===== src/rtl/motor_supervisor_if.sv =====
// Command channel into motor_supervisor: valid/ready handshake carrying a 2-bit opcode
// (0=NOP 1=UP 2=DN 3=STOP).
interface motor_supervisor_if;
  logic       cmd_valid;
  logic [1:0] cmd_op;
  logic       cmd_ready;

  modport master (output cmd_valid, output cmd_op, input cmd_ready);
  modport slave  (input cmd_valid, input cmd_op, output cmd_ready);
endinterface


===== src/rtl/motor_supervisor.sv =====
// Sequencer for one bidirectional motor: accepts UP/DN/STOP commands, enforces dead-time
// between any stop and the next start, times out long travels and traps on inconsistent limits.
module motor_supervisor #(
  parameter int unsigned DEAD_CYC    = 16,
  parameter int unsigned TIMEOUT_CYC = 1000,
  parameter int unsigned CNT_W       = 16
) (
  input  logic               clk,
  input  logic               rst,
  motor_supervisor_if.slave  cmd_if,
  input  logic               up_limit_i,
  input  logic               dn_limit_i,
  input  logic               fault_clr_i,
  output logic               motor_up_o,
  output logic               motor_dn_o,
  output logic               busy_o,
  output logic               fault_o
);

  typedef enum logic [2:0] {ST_IDLE, ST_RUN_UP, ST_RUN_DN, ST_DEAD, ST_FAULT} state_e;
  typedef enum logic [1:0] {PEND_NONE, PEND_UP, PEND_DN} pend_e;

  localparam logic [1:0] OP_UP   = 2'd1;
  localparam logic [1:0] OP_DN   = 2'd2;
  localparam logic [1:0] OP_STOP = 2'd3;

  localparam logic [CNT_W-1:0] DEAD_LAST    = CNT_W'(DEAD_CYC - 1);
  localparam logic [CNT_W-1:0] TIMEOUT_LAST = CNT_W'(TIMEOUT_CYC - 1);

  state_e           state_q, state_d;
  pend_e            pend_q, pend_d;
  logic [CNT_W-1:0] cnt_q, cnt_d;
  logic             motor_up_q, motor_dn_q, busy_q, fault_q;

  logic  cmd_ready, cmd_fire, op_up, op_dn, op_stop, both_limits;
  logic  run_up, run_limit, reverse;
  pend_e rev_pend;

  assign cmd_ready        = (state_q == ST_IDLE) || (state_q == ST_RUN_UP) || (state_q == ST_RUN_DN);
  assign cmd_if.cmd_ready = cmd_ready;
  assign cmd_fire         = cmd_if.cmd_valid & cmd_ready;
  assign op_up            = cmd_fire & (cmd_if.cmd_op == OP_UP);
  assign op_dn            = cmd_fire & (cmd_if.cmd_op == OP_DN);
  assign op_stop          = cmd_fire & (cmd_if.cmd_op == OP_STOP);
  assign both_limits      = up_limit_i & dn_limit_i;

  // Both RUN states share one body; these pick the limit and reversal that apply to the travel.
  assign run_up    = (state_q == ST_RUN_UP);
  assign run_limit = run_up ? up_limit_i : dn_limit_i;
  assign reverse   = run_up ? op_dn : op_up;
  assign rev_pend  = run_up ? PEND_DN : PEND_UP;

  always_comb begin
    // NOTE: every variable gets its hold value first so no path through the case infers a latch.
    state_d = state_q;
    pend_d  = pend_q;
    cnt_d   = cnt_q;
    if (both_limits && (state_q != ST_FAULT)) begin
      state_d = ST_FAULT;
      pend_d  = PEND_NONE;
      cnt_d   = '0;
    end else begin
      unique case (state_q)
        ST_IDLE: begin
          cnt_d = '0;
          if (op_up && !up_limit_i)      state_d = ST_RUN_UP;
          else if (op_dn && !dn_limit_i) state_d = ST_RUN_DN;
        end
        ST_RUN_UP, ST_RUN_DN: begin
          cnt_d = cnt_q + CNT_W'(1);
          if (run_limit) begin
            state_d = ST_DEAD;
            cnt_d   = '0;
            if (reverse) pend_d = rev_pend;
          end else if (cnt_q == TIMEOUT_LAST) begin
            state_d = ST_FAULT;
            cnt_d   = '0;
          end else if (op_stop || reverse) begin
            state_d = ST_DEAD;
            cnt_d   = '0;
            pend_d  = reverse ? rev_pend : PEND_NONE;
          end
        end
        ST_DEAD: begin
          cnt_d = cnt_q + CNT_W'(1);
          if (cnt_q == DEAD_LAST) begin
            cnt_d   = '0;
            pend_d  = PEND_NONE;
            state_d = ST_IDLE;
            if ((pend_q == PEND_UP) && !up_limit_i)      state_d = ST_RUN_UP;
            else if ((pend_q == PEND_DN) && !dn_limit_i) state_d = ST_RUN_DN;
          end
        end
        ST_FAULT: begin
          cnt_d = '0;
          if (fault_clr_i) begin
            state_d = ST_IDLE;
            pend_d  = PEND_NONE;
          end
        end
        default: begin
          state_d = ST_IDLE;
          pend_d  = PEND_NONE;
          cnt_d   = '0;
        end
      endcase
    end
  end

  // Output flops load from the next state so the pins are true registers yet track the state edge.
  always_ff @(posedge clk) begin
    // NOTE: sequential state uses non-blocking assignments so every flop samples pre-edge values.
    if (rst) begin
      state_q    <= ST_IDLE;
      pend_q     <= PEND_NONE;
      cnt_q      <= '0;
      motor_up_q <= 1'b0;
      motor_dn_q <= 1'b0;
      busy_q     <= 1'b0;
      fault_q    <= 1'b0;
    end else begin
      state_q    <= state_d;
      pend_q     <= pend_d;
      cnt_q      <= cnt_d;
      motor_up_q <= (state_d == ST_RUN_UP);
      motor_dn_q <= (state_d == ST_RUN_DN);
      busy_q     <= (state_d == ST_RUN_UP) || (state_d == ST_RUN_DN) || (state_d == ST_DEAD);
      fault_q    <= (state_d == ST_FAULT);
    end
  end

  assign motor_up_o = motor_up_q;
  assign motor_dn_o = motor_dn_q;
  assign busy_o     = busy_q;
  assign fault_o    = fault_q;

endmodule


===== src/flat_wrapper.sv =====
// flat-port wrapper written by rule: the top's interface ports become plain ports
module motor_supervisor_flat 
#(
  parameter int unsigned DEAD_CYC    = 16,
  parameter int unsigned TIMEOUT_CYC = 1000,
  parameter int unsigned CNT_W       = 16
)
  (clk, rst, up_limit_i, dn_limit_i, fault_clr_i, motor_up_o, motor_dn_o, busy_o, fault_o, cmd_if_cmd_valid, cmd_if_cmd_op, cmd_if_cmd_ready);
  motor_supervisor_if cmd_if_i ();
  input  logic clk;
  input  logic rst;
  input  logic up_limit_i;
  input  logic dn_limit_i;
  input  logic fault_clr_i;
  output logic motor_up_o;
  output logic motor_dn_o;
  output logic busy_o;
  output logic fault_o;
  input wire logic [$bits(cmd_if_i.cmd_valid)-1:0] cmd_if_cmd_valid;
  input wire logic [$bits(cmd_if_i.cmd_op)-1:0] cmd_if_cmd_op;
  output wire logic [$bits(cmd_if_i.cmd_ready)-1:0] cmd_if_cmd_ready;
  assign cmd_if_i.cmd_valid = cmd_if_cmd_valid;
  assign cmd_if_i.cmd_op = cmd_if_cmd_op;
  assign cmd_if_cmd_ready = cmd_if_i.cmd_ready;
  motor_supervisor #(.DEAD_CYC(DEAD_CYC), .TIMEOUT_CYC(TIMEOUT_CYC), .CNT_W(CNT_W)) u_core (.clk(clk), .rst(rst), .cmd_if(cmd_if_i), .up_limit_i(up_limit_i), .dn_limit_i(dn_limit_i), .fault_clr_i(fault_clr_i), .motor_up_o(motor_up_o), .motor_dn_o(motor_dn_o), .busy_o(busy_o), .fault_o(fault_o));
endmodule

===== config.mk =====
export PLATFORM = sky130hd
export DESIGN_NAME = motor_supervisor_flat
export DESIGN_NICKNAME = d
export VERILOG_FILES = /design/src/rtl/motor_supervisor_if.sv /design/src/rtl/motor_supervisor.sv /design/src/flat_wrapper.sv
export SDC_FILE = /design/constraint.sdc
export NUM_CORES = 1
export LEC_CHECK = 0
export CELL_PAD_IN_SITES_DETAIL_PLACEMENT = 1
export CELL_PAD_IN_SITES_GLOBAL_PLACEMENT = 1
export CORE_ASPECT_RATIO = 1.75
export CORE_UTILIZATION = 35
export CTS_BUF_LIST = sky130_fd_sc_hd__clkbuf_16
export DETAILED_ROUTE_END_ITERATION = 8
export PLACE_DENSITY_LB_ADDON = 0.05
export SLEW_MARGIN = 5
export SYNTH_ARGS = -nofsm -noshare
export SYNTH_HDL_FRONTEND = slang
export SYNTH_SLANG_ARGS = --single-unit

===== constraint.sdc =====
create_clock -name clk -period 3.36 [get_ports clk]
set_input_delay 0.336 -clock clk [delete_from_list [all_inputs] [get_ports clk]]
set_output_delay 0.336 -clock clk [all_outputs]
set_load 0.02 [all_outputs]

# After elaboration in Yosys (flattened, before gate mapping)
# Cells that the tools add are included.
# totals
out_inout_bits,5
reg_bits,25
wordCells,78
inputBits,8
# classes
n_reduce_logical,16
n_bitwise,6
add_sub_neg,1
n_eq_ne,21
muxes,27
# ops
operator,count
16-bit two-way mux,4
16-bit case mux with 2 select lines,1
3-bit two-way mux,9
2-bit two-way mux,9
16-bit by 1-bit adder with 16-bit output (second input constant),1
16-bit by 10-bit == test with 1-bit output (second input constant),1
16-bit by 4-bit == test with 1-bit output (second input constant),1
3-bit by 2-bit == test with 1-bit output (second input constant),4
3-bit case mux with 4 select lines,1
2-bit case mux with 4 select lines,1
2-bit == test (second input constant),3
3-bit by 1-bit == test with 1-bit output (second input constant),2
3-bit == test (second input constant),2
3-bit inequality test (second input constant),2
6-bit AND reduction,1
1-bit bitwise AND,5
1-bit logical AND,5
1-bit logical OR,5
2-bit by 1-bit == test with 1-bit output (second input constant),2
2-bit OR reduction,2
3-bit zero test,1
3-bit by 1-bit inequality test with 1-bit output (second input constant),1
3-bit by 2-bit inequality test with 1-bit output (second input constant),1
1-bit zero test,2
other kinds (4),5

# Depth between registers and ports, before layout
# Gate-level depths: netlist (run 1).
# logic_depth
word_depth,15
mapped_depth,9
depth_no_buf,7

# Worst setup path after synthesis (run 1)
# OpenSTA, ideal clock, no wires.
# synth_timing
path_kind,reg-to-reg
startpoint,reg u_core.state_q[1]
endpoint,reg u_core.cnt_q[8]
synth_period_minus_slack_ps,2064
setup_time_ps,62
stages_incl_launch_ff,10
arrival_ps,2002
path_slack_ps,1296
path_buffers,3
t_required_ps,3298
path_cell_list,dfxtp_1 > buf_6 > or2_4 > o32a_1 > and3b_1 > a21oi_1 > or4_1 > buf_2 > buf_12 > nor2_4
# synth_via
elab_chain_cells,11
word_cells_on_any_way,21
classes_between,4 x eq/ne; 6 x mux; 4 x bitwise; 7 x reduce/logical
# synth_lines
element,line_no,source
"start, declared",motor_supervisor.sv:30,"state_e state_q, state_d;"
"start signal, assigned",motor_supervisor.sv:122,state_q <= state_d;
3-bit by 1-bit == test with 1-bit output or 3-bit zero test (tied branches),"motor_supervisor.sv:39, motor_supervisor.sv:48, motor_supervisor.sv:63",
1-bit logical OR (2 in a row),motor_supervisor.sv:39,assign cmd_ready = (state_q == ST_IDLE) || (state_q == ST_RUN_UP) || (state_q == ST_RUN_DN);
1-bit bitwise AND,motor_supervisor.sv:41,assign cmd_fire = cmd_if.cmd_valid & cmd_ready;
1-bit bitwise AND (on tied branches),"motor_supervisor.sv:42, motor_supervisor.sv:43",
1-bit two-way mux,motor_supervisor.sv:50,assign reverse = run_up ? op_dn : op_up;
1-bit logical OR,motor_supervisor.sv:78,end else if (op_stop || reverse) begin
16-bit two-way mux,motor_supervisor.sv:78,
16-bit two-way mux,motor_supervisor.sv:75,end else if (cnt_q == TIMEOUT_LAST) begin
16-bit two-way mux,motor_supervisor.sv:71,if (run_limit) begin
16-bit case mux with 2 select lines,motor_supervisor.sv:63,unique case (state_q)
"end signal, assigned",motor_supervisor.sv:124,cnt_q <= cnt_d;
"end, declared",motor_supervisor.sv:32,"logic [CNT_W-1:0] cnt_q, cnt_d;"
# Several ways; a longest one is shown, not always the timed one.
# A chain may end at the register's enable or synchronous reset.

# Final worst setup path (run 1)
# layout_timing
startpoint,in dn_limit_i
endpoint,reg u_core.cnt_q[6]
# layout_via
elab_chain_cells,3
word_cells_on_any_way,6
classes_between,3 x mux; 1 x bitwise; 2 x reduce/logical
# layout_lines
element,line_no,source
"start, declared",flat_wrapper.sv:13,input logic dn_limit_i;
1-bit two-way mux or 1-bit bitwise AND (tied branches),"motor_supervisor.sv:49, motor_supervisor.sv:45",
16-bit two-way mux or 1-bit logical AND (tied branches),"motor_supervisor.sv:71, motor_supervisor.sv:58",
16-bit case mux with 2 select lines or 2-bit OR reduction (tied branches),n/a,
# Several ways; a longest one is shown, not always the timed one.

==> summary.txt, run 1 <==
Timing
  • Rel. slew slack: 68.87%
  • Fmax: between 400 and 500 MHz
  • Final hold violation count: 0
  • Max Clock Skew: 5.077 ps
  • Worst slew pin tran: ~460 ps
  • Min Tclk post-route: between 2000 and 2500 ps
  • Fin. max-slew vios: 0
  • Final TNS setup: 0 ps
  • Setup violations, final: 0
  • Final period util: between 60% and 70%
  • RSZ-0062 raised after global routing: no

Synth
  • Mapped Cells: between 150 and 200
  • Yosys warns: 0
  • Cell area after synthesis: about 0.0014 mm²
  • Most used DFF post-synth: dfxtp_1
  • Flops & latches, synth: 25
  • Avg Inst Size Synth: between 8 and 9 µm²
  • Sequential fraction of the synthesis area: between 30% and 40%
  • Number of enable flip-flop cells after synthesis: 0
  • Synth async-reset ratio: 0%
  • Synth Net Count: 165
  • Cell variety after synth: 44

Floorplanning
  • Ports: 13
  • Initial core utilization: a little under two fifths
  • Core ar.: around 0.0037 mm²
  • Die ar.: 0.004175 mm²
  • Die height: between 80 and 90 µm
  • Row Count: 29
  • Die Width: ~49 µm

GRT
  • Grt ovf: 0
  • First-pass GRT wire length: around 5.4 mm
  • Number of antenna violations at the first check in global routing: 0
  • Global Route Usage Sum: between 10% and 20%
  • Pin count of the biggest net entering global routing: 17
  • Vias in the first global route: roughly 1,200

Critical path
  • R2R cell count: 7
  • CP arrival: approximately 2500 ps
  • Max Fanout on Critical Path: 16
  • Worst Setup End Kind: flop
  • Setup CP Type: input port to flop
  • FF-to-FF Start: u_core.state_q[1]$_SDFF_PP0_
  • Reg2reg setup slack: ~1000 ps
  • CP startpoint kind: input port
  • FF-to-FF End: u_core.cnt_q[6]$_SDFF_PP0_
  • Worst EP required: 3560 ps

Clocking
  • Clk sink count: 25
  • CTS Root Buffer Type: clkbuf_16
  • Resize count post-CTS: 0
  • Hold_buf cts: 0
  • Setup bufs post-CTS: 0
  • Worst skew pair latency: around 260 ps
  • CTS tree: done
  • Num CTS Buffers: 3
  • Clock transition at the registers of the reported paths: approximately 70 ps
  • Clk buf depth: 2
  • Htree depth: 1

Layout
  • Final nets: between 150 and 200
  • Layout Area Growth over Synthesis: 15.90%
  • Fillers: 451
  • Final Core Density: 43.29%
  • N_diodes: 0
  • Layout cells sized above 1: a little over 10%
  • Post-route cell area: about 0.0016 mm²

Pwr
  • Leakage: ~0.49 nW
  • Maximum vdd drop: roughly 260 µV
  • Cell Pwr Density: around 420 mW/mm²
  • PnR Total Power: roughly 0.00067 W

Placement
  • Post-DP HPWL: between 2 and 3 mm
  • Gpl congestion: around 0.86
  • Cell Area, Placed: 0.001504 mm²
  • Port Buffers: 12

Routing
  • Vias post-DR: 1,180
  • WL final: between 3 and 4 mm
  • Routed WL per cell: approximately 15 µm
  • DRT Pass-1 Iters: 3
  • DRC: 0
  • DRT antenna net count: 0
  • Via/cell ratio: 5.540
  • Detailed Route Iter0 Violations: 20

Worst hold path
  • Hold Path Stages: 1
  • Hold path start: u_core.cnt_q[0]$_SDFF_PP0_
  • Hold WC Path Type: flop to flop
  • WHS Endpoint: u_core.cnt_q[0]$_SDFF_PP0_

Flow run
  • Max_cap viols: 0

Outcome
  • Outcome: complete, no violations
worst max-delay path, cell delays in order:
cell and delay [ps]:
clkdlybuf4s50_1 550, o32a_1 430, and3b_1 240, a21oi_1 70
or4_1 530, buf_4 260, nor2_1 130
cells by family (layout without fill, tap and decap cells):
| group | after synthesis | in the layout | synth area share [%] |
|---|---|---|---|
| simple gates | 84 | 84 | 38.03 |
| flops | 25 | 25 | 36.56 |
| compound gates | 21 | 21 | 10.06 |
| xor+xnor | 14 | 14 | 8.958 |
| buf+inv | 10 | 21 | 4.752 |
| fa+ha+maj | 1 | 1 | 0.9139 |
| mux | 1 | 1 | 0.7313 |
worst max path at each step:
stage	startpoint	to	slack, ps
6_report	dn_limit_i	u_core.cnt_q[6]$_SDFF_PP0_	1010
5_1_grt	cmd_if_cmd_op[0]	u_core.cnt_q[4]$_SDFF_PP0_	850
4_1_cts	cmd_if_cmd_op[0]	u_core.cnt_q[5]$_SDFF_PP0_	1010
3_5_place_dp	cmd_if_cmd_op[0]	u_core.cnt_q[6]$_SDFF_PP0_	750
3_3_place_gp	up_limit_i	u_core.cnt_q[4]$_SDFF_PP0_	780
2_1_floorplan	u_core.state_q[1]$_SDFF_PP0_	u_core.cnt_q[8]$_SDFF_PP0_	1300
through the flow:
step	hold slack (ps)	setup slack (ps)	instances
final	463.5	1014	213
after floorplan	408.4	1296	156
after global routing	492.8	854.6	213
after global placement	435.6	775.8	209
after CTS	470.1	1007	213
after detailed placement	454.0	751.0	209
report_power, final:
group | internal (W) | total, W | leakage [nW] | switching (W)
clock | 0.000162 | 0.000269 | 0.0371 | 0.000108
combinational | 0.0000381 | 0.0000813 | 0.254 | 0.0000432
sequential | 0.000304 | 0.000315 | 0.202 | 0.0000113
layout by cell type, fill, tap and decap left out, drive strengths merged, types with 2 or more instances in the layout:
cell type	count
a21oi	8
a22oi	2
and3	5
clkbuf	3
clkdlybuf4s50	12
dfxtp	25
inv	4
nand2	7
nand2b	3
nand3	5
nand4	5
nor2	34
nor2b	3
nor3	2
nor3b	3
nor4b	4
o21ai	3
o32a	2
or2	2
or4	3
xnor2	9
xor2	5
per-layer routing:
metal	GRT usage [%]	up-vias	share of wire (%)
li1	-	575	-
met1	15.21	577	37
met2	33.50	16	59
met3	1.630	12	1.3
met4	9.893	0	3.2
met5	0	-	0
synthesized netlist by cell type, types with 2 or more instances:
| cell | number | area (µm²) |
|---|---|---|
| nor3_1 | 2 | 10.01 |
| nor2_1 | 24 | 90.09 |
| nor4b_1 | 4 | 35.03 |
| a21oi_1 | 8 | 40.04 |
| dfxtp_1 | 25 | 500.5 |
| or4_1 | 3 | 22.52 |
| nand3_1 | 5 | 25.02 |
| nor2b_1 | 3 | 18.77 |
| o21ai_0 | 3 | 15.01 |
| inv_1 | 4 | 15.01 |
| and3_1 | 5 | 31.28 |
| nand4_1 | 5 | 31.28 |
| o32a_1 | 2 | 20.02 |
| buf_2 | 2 | 10.01 |
| nor3b_1 | 3 | 22.52 |
| nor2_2 | 2 | 12.51 |
| nand2b_1 | 3 | 18.77 |
| nand2_1 | 7 | 26.28 |
| a22oi_1 | 2 | 15.01 |
| xnor2_1 | 9 | 78.83 |
| nor2_4 | 8 | 90.09 |
| xor2_1 | 5 | 43.79 |
registers in the layout, indices dropped and copies added (netlist names):
signal             count
u_core.motor_dn_o      1
u_core.motor_up_o      1
u_core.cnt_q          16
u_core.busy_o          1
u_core.fault_o         1
u_core.pend_q          2
u_core.state_q         3
final cells by class:
class                           instances  area [µm²]  area share [%]
Clock buffer                            3       75.07           4.732
Clock inverter                          1       7.507          0.4732
Inverter                                4       15.01          0.9464
Multi-Input combinational cell        121       803.3           50.63
Sequential cell                        25       500.5           31.55
Tap cell                               46       57.56           3.628
Timing Repair Buffer                   13       127.6           8.044
No activity file was read; power rests on OpenSTA's default activity.
==> inputs of run 2 (changes only) <==
==> constraint.sdc (replaced) <==
create_clock -name clk -period 2 [get_ports clk]
set_input_delay 0.2 -clock clk [delete_from_list [all_inputs] [get_ports clk]]
set_output_delay 0.2 -clock clk [all_outputs]
set_load 0.02 [all_outputs]
==> summary.txt, run 2 (synthesis gave the netlist of run 1 again) <==
Flow run
  • Max_cap viols: 0

Placement
  • Post-DP HPWL: around 3.1 mm
  • Placed Cells: approximately 250
  • Port Buffers: 12
  • Pre-CTS WS: -347.1 ps
  • Gpl congestion: just under 0.9

Timing
  • Min Tclk post-route: between 2000 and 2500 ps
  • RSZ-0062 raised after global routing: yes
  • Rel. slew slack: approximately two thirds
  • Final hold violation count: 0
  • Max Clock Skew: about 4.2 ps
  • Setup WS post-layout: -69.71 ps
  • Fmax: about 480 MHz
  • Worst slew pin tran: between 500 and 600 ps
  • Setup violations, final: 18
  • Final period util: 103.5%
  • Final TNS setup: -841.6 ps
  • Fin. max-slew vios: 0

Floorplanning
  • Ports: 13
  • Row Count: 29
  • Die height: between 80 and 90 µm
  • Initial core utilization: a little under two fifths
  • Die Width: about 50 µm
  • Die ar.: 0.004175 mm²
  • Core ar.: roughly 0.0037 mm²

Layout
  • Non-filler cells, final: 258
  • Largest regs: u_core.cnt_q: 16 flops, u_core.state_q: 3 flops, u_core.pend_q: 2 flops
  • N_diodes: 0
  • Commonest non-fill, non-tap cell in the layout: buf_4
  • Final Core Density: 57.08%
  • Most frequent cells in the layout: buf_4 (41), nor2_1 (22), dfxtp_1 (20), clkdlybuf4s50_1 (12), xnor2_1 (9)
  • Final nets: ~220
  • Layout cells sized above 1: between 40% and 50%
  • Layout Area Growth over Synthesis: 52.83%
  • Largest register FFs: 16
  • Biggest register: u_core.cnt_q

Pwr
  • Internal power: roughly 0.00090 W
  • Switching share of power: 25.02%
  • Leakage: 0.7561 nW
  • P_sw: between 0.0002 and 0.0003 W
  • Cell Pwr Density: about 570 mW/mm²
  • Seq pwr share: roughly 44%
  • Clock power frac: between 30% and 40%
  • Combinational share of power: between 15 and 20%
  • Maximum vdd drop: 557.2 µV

GRT
  • Pin count of the biggest net entering global routing: 16
  • Vias in the first global route: ~1,500
  • Global Route Usage Sum: a little over a fifth
  • First-pass GRT wire length: around 6.8 mm
  • Grt ovf: 0
  • Number of antenna violations at the first check in global routing: 0

Routing
  • DRC: 0
  • Detailed Route Iter0 Violations: 24
  • DRT Pass-1 Iters: 3
  • Via/cell ratio: ~5.3
  • Routed WL per cell: 16.32 µm
  • WL final: roughly 4.2 mm
  • Vias post-DR: 1,368
  • DRT antenna net count: 0

Critical path
  • CP arrival: between 2000 and 2500 ps
  • Cell Chain, Critical Path: nand2b_1 -> o32a_1 -> buf_4 -> o22ai_1 -> or3_4 -> or4_4 -> a21oi_2
  • Worst Setup End Kind: flop
  • Worst EP required: ~2200 ps
  • Setup CP Type: flop to flop
  • Reg2reg setup slack: -70 ps
  • Max Fanout on Critical Path: 7
  • CP peak stage delay: ~470 ps
  • Worst path slowest cell: dfxtp_1
  • CP startpoint kind: flop

Clocking
  • CTS Root Buffer Type: clkbuf_16
  • Clock transition at the registers of the reported paths: 70 ps
  • CTS tree: done
  • Worst skew pair latency: about 260 ps
  • Clk buf depth: 2
  • Clk sink count: 25
  • Num CTS Buffers: 3
  • Htree depth: 1

Outcome
  • Outcome: complete, but fails checks
  • Failing checks: negative setup slack

Worst hold path
  • Hold WC Path Type: flop to flop
-- run 2: cell types whose count changed in the layout (fill, tap and decap cells not counted), moves of 2 or more --
| cell | change |
|---|---|
| a21oi_1 | -2 |
| a21oi_2 | +2 |
| buf_4 | +40 |
| buf_6 | +3 |
| dfxtp_1 | -5 |
| dfxtp_2 | +4 |
| nor2_1 | -2 |
| nor2_2 | +2 |
| nor3b_1 | -2 |
| nor4b_1 | -2 |
| or4_1 | -2 |
| or4_4 | +2 |
-- run 2: layout make-up --
class                           count  area [µm²]
Tap cell                           46       57.56
Multi-Input combinational cell    121       918.4
Sequential cell                    25       509.2
Timing Repair Buffer               58       509.2
Clock buffer                        3       75.07
Inverter                            4       15.01
Fill cell                         421        1573
Clock inverter                      1       7.507
-- run 2: critical path, delay by kind of cell, from the launching register on --
kind | cells | cell delay (ps)
flops | 1 | 470
buf+inv | 1 | 120
compound gates | 3 | 440
simple gates | 3 | 960
-- run 2: through the flow --
| step | total power, W | cell area (µm²) | hold slack [ps] |
|---|---|---|---|
| after floorplan | 0.0006225 | 1379 | 272.4 |
| after detailed placement | 0.0007244 | 1805 | 458.3 |
| after global routing | 0.001248 | 2092 | 549.1 |
| after global placement | 0.0007200 | 1805 | 437.9 |
| final | 0.001196 | 2092 | 530.1 |
| after CTS | 0.001191 | 2006 | 506.5 |
-- run 2: power groups by stage --
| stage | clock (W) | combinational, W | sequential [W] |
|---|---|---|---|
| finish | 0.000456 | 0.000213 | 0.000527 |
| global route | 0.000490 | 0.000230 | 0.000528 |
| CTS | 0.000466 | 0.000199 | 0.000526 |
| detailed placement | 0 | 0.000188 | 0.000537 |
| global placement | 0 | 0.000185 | 0.000535 |
| floorplan | 0 | 0.0000856 | 0.000537 |
-- run 2: final timing paths --
path                                     start                            end  depth (start not counted)
setup reg to reg  u_core.state_q[2]$_SDFF_PP0_  u_core.pend_q[1]$_SDFFE_PP0P_                          7
hold / removal      u_core.cnt_q[0]$_SDFF_PP0_     u_core.cnt_q[0]$_SDFF_PP0_                          2
hold reg to reg     u_core.cnt_q[0]$_SDFF_PP0_     u_core.cnt_q[0]$_SDFF_PP0_                          2
setup / recovery  u_core.state_q[2]$_SDFF_PP0_  u_core.pend_q[1]$_SDFFE_PP0P_                          7
-- run 2: what timing repair did --
action,CTS,global route
cloned,1,0
resized for setup,13,18
endpoints found under the setup margin,20,23
pin swaps,5,8
buffers inserted,6,1
hold buffers,0,0
-- run 2: routing by layer --
layer | vias to the layer above | routed length (µm) | track usage, %
met2 | 23 | 2481 | 42.59
met5 | - | 0 | 0
met3 | 15 | 71 | 2.174
met1 | 667 | 1501 | 21.44
met4 | 0 | 157 | 9.626
li1 | 663 | - | -
==> inputs of run 3 (changes only) <==
--- a/config.mk
+++ b/config.mk
@@ -8,10 +8,12 @@
 export CELL_PAD_IN_SITES_DETAIL_PLACEMENT = 1
 export CELL_PAD_IN_SITES_GLOBAL_PLACEMENT = 1
 export CORE_ASPECT_RATIO = 1.75
-export CORE_UTILIZATION = 35
+export CORE_MARGIN = 2
+export CORE_UTILIZATION = 38
 export CTS_BUF_LIST = sky130_fd_sc_hd__clkbuf_16
 export DETAILED_ROUTE_END_ITERATION = 8
 export PLACE_DENSITY_LB_ADDON = 0.05
+export REMOVE_ABC_BUFFERS = 1
 export SLEW_MARGIN = 5
 export SYNTH_ARGS = -nofsm -noshare
 export SYNTH_HDL_FRONTEND = slang
==> summary.txt, run 3 (synthesis gave the netlist of run 1 again) <==
Layout
  • Final nets: around 230
  • Layout cells sized above 1: ~49%
  • Biggest register: u_core.cnt_q
  • Largest register FFs: 16
  • Layout Area Growth over Synthesis: 65.91%
  • Multi-input gate area: about 0.0010 mm²
  • N_diodes: 0
  • Largest regs: u_core.cnt_q: 16 flops, u_core.state_q: 3 flops, u_core.pend_q: 2 flops
  • Most frequent cells in the layout: buf_4 (51), dfxtp_1 (18), nor2_4 (16), nor2_1 (16), clkdlybuf4s50_1 (10)
  • Non-filler cells, final: 267
  • Post-route cell area: 0.002271 mm²
  • Fillers: approximately 390
  • Final Core Density: 66.83%
  • Commonest non-fill, non-tap cell in the layout: buf_4
  • FF+latch area: roughly 500 µm²

Timing
  • Setup violations, final: 20
  • Max Clock Skew: roughly 4.8 ps
  • Final period util: 110.2%
  • RSZ-0062 raised after global routing: yes
  • Rel. slew slack: 77.38%
  • Min Tclk post-route: around 2200 ps
  • Fin. max-slew vios: 0
  • Fmax: between 400 and 500 MHz
  • Worst slew pin tran: 334.6 ps
  • Setup WS post-layout: -204.9 ps
  • Final hold violation count: 0
  • Hold_ws: 629.8 ps

Critical path
  • Setup CP Type: flop to flop
  • Worst Setup End Kind: flop
  • CP Buf/Inv Count: 0
  • FF-to-FF Start: u_core.state_q[2]$_SDFF_PP0_
  • FF-to-FF End: u_core.pend_q[0]$_SDFFE_PP0P_
  • CP arrival: 2400 ps
  • CP peak stage delay: 510 ps
  • Worst path slowest cell: dfxtp_1
  • Worst EP required: 2200 ps
  • Reg2reg setup slack: -200 ps
  • Delay-heaviest family, CP: simple AND/OR/NAND/NOR gates
  • R2R cell count: 6
  • Cell Chain, Critical Path: nand2b_1 -> o32a_1 -> and3b_1 -> or3_4 -> or4_4 -> a21oi_2
  • CP startpoint kind: flop
  • Max Fanout on Critical Path: 6

Routing
  • WL final: 5.534 mm
  • DRC: 0
  • DRT Pass-1 Iters: 4
  • Vias post-DR: between 1,500 and 2,000
  • Routed WL per cell: between 20 and 25 µm
  • Detailed Route Iter0 Violations: 27
  • Via/cell ratio: about 5.6
  • DRT antenna net count: 0

Worst hold path
  • Hold path start: u_core.cnt_q[0]$_SDFF_PP0_
  • WHS Endpoint: u_core.cnt_q[0]$_SDFF_PP0_
  • Hold Path Stages: 3
  • Hold WC Path Type: flop to flop

Placement
  • Post-DP HPWL: around 3.3 mm
  • Gpl congestion: 0.8401
  • Placed Cells: approximately 250
  • Port Buffers: 12
  • Cell Area, Placed: around 0.0018 mm²

Floorplanning
  • Ports: 13
  • Core ar.: around 0.0034 mm²
  • Die ar.: approximately 0.0041 mm²
  • Row Count: 28
  • Initial core utilization: 40.28%
  • Die Width: 49.37 µm
  • Die height: approximately 83 µm

Pwr
  • Maximum vdd drop: 494.7 µV
  • Cell Pwr Density: 549.3 mW/mm²
  • Leakage: ~0.84 nW
  • PnR Total Power: between 0.001 and 0.0015 W

GRT
  • Number of antenna violations at the first check in global routing: 0
  • Grt ovf: 0
  • Global Route Usage Sum: roughly 25%
  • First-pass GRT wire length: 7.783 mm
  • Vias in the first global route: approximately 1,700
  • Pin count of the biggest net entering global routing: 15

Clocking
  • Htree depth: 1
  • Clock transition at the registers of the reported paths: approximately 60 ps
  • Hold_buf cts: 0
  • CTS tree: done
  • Worst skew pair latency: roughly 260 ps
  • Clk sink count: 25
  • Num CTS Buffers: 3
  • CTS Root Buffer Type: clkbuf_16
  • Clk buf depth: 2

Flow run
  • Max_cap viols: 0

Outcome
  • Failing checks: negative setup slack
  • Outcome: complete, but fails checks
==> run 3: cell count changes in the layout (fill, tap and decap cells not counted), moves of 2 or more <==
cell             change
buf_4               +10
nor2_4               +8
nor2_1               -6
clkdlybuf4s50_1      -2
dfxtp_1              -2
nor2_2               -2
nor4b_2              +2
==> run 3: worst max-delay path by stage <==
stage,startpoint,end,cells past startpoint
final,u_core.state_q[2]$_SDFF_PP0_,u_core.pend_q[0]$_SDFFE_PP0P_,6
after floorplan,u_core.state_q[1]$_SDFF_PP0_,u_core.cnt_q[10]$_SDFF_PP0_,6
after global routing,u_core.state_q[2]$_SDFF_PP0_,u_core.pend_q[0]$_SDFFE_PP0P_,6
after CTS,u_core.cnt_q[15]$_SDFF_PP0_,u_core.pend_q[1]$_SDFFE_PP0P_,7
after detailed placement,cmd_if_cmd_op[0],u_core.pend_q[1]$_SDFFE_PP0P_,7
after global placement,cmd_if_cmd_op[0],u_core.cnt_q[2]$_SDFF_PP0_,8
==> run 3: cell type report <==
cell class | instances | area share, %
Timing Repair Buffer | 68 | 26.17
Multi-Input combinational cell | 121 | 44.52
Sequential cell | 25 | 22.64
Clock inverter | 1 | 0.2204
Inverter | 4 | 0.6612
Clock buffer | 3 | 3.306
Tap cell | 45 | 2.479
==> run 3: worst register-to-register path, cell delays in order, from the launching register on <==
cell and delay [ps]:
dfxtp_1 510, nand2b_1 210, o32a_1 220, and3b_1 220, or3_4 410, or4_4 430
a21oi_2 140
==> run 3: timing repair <==
action | in CTS | in global routing
setup buffers | 4 | 9
gates resized for setup | 26 | 33
pin swaps | 8 | 20
gates cloned | 1 | 0
setup endpoints to repair | 21 | 21
==> run 3: per-stage QoR <==
step | worst slack [ps] | setup TNS (ps)
after floorplan | -302.1 | -4799
after global placement | -333.7 | -6190
after detailed placement | -428.0 | -7899
after CTS | -144.0 | -250.4
after global routing | -244.5 | -2455
final | -204.9 | -965.1
==> run 3: power by group <==
group | leakage (nW) | total (W) | internal, W | switching (W)
Combinational | 0.593 | 0.000274 | 0.000139 | 0.000136
Sequential | 0.206 | 0.000523 | 0.000511 | 0.0000124
Clock | 0.0409 | 0.000450 | 0.000270 | 0.000180
Total | 0.840 | 0.00125 | 0.000919 | 0.000328
==> run 3: routing by layer <==
metal	global-route usage [%]	part of all wire, %
met1	21.34	34
met2	49.63	57
met3	2.338	2.3
met4	16.67	6.8
met5	0	0
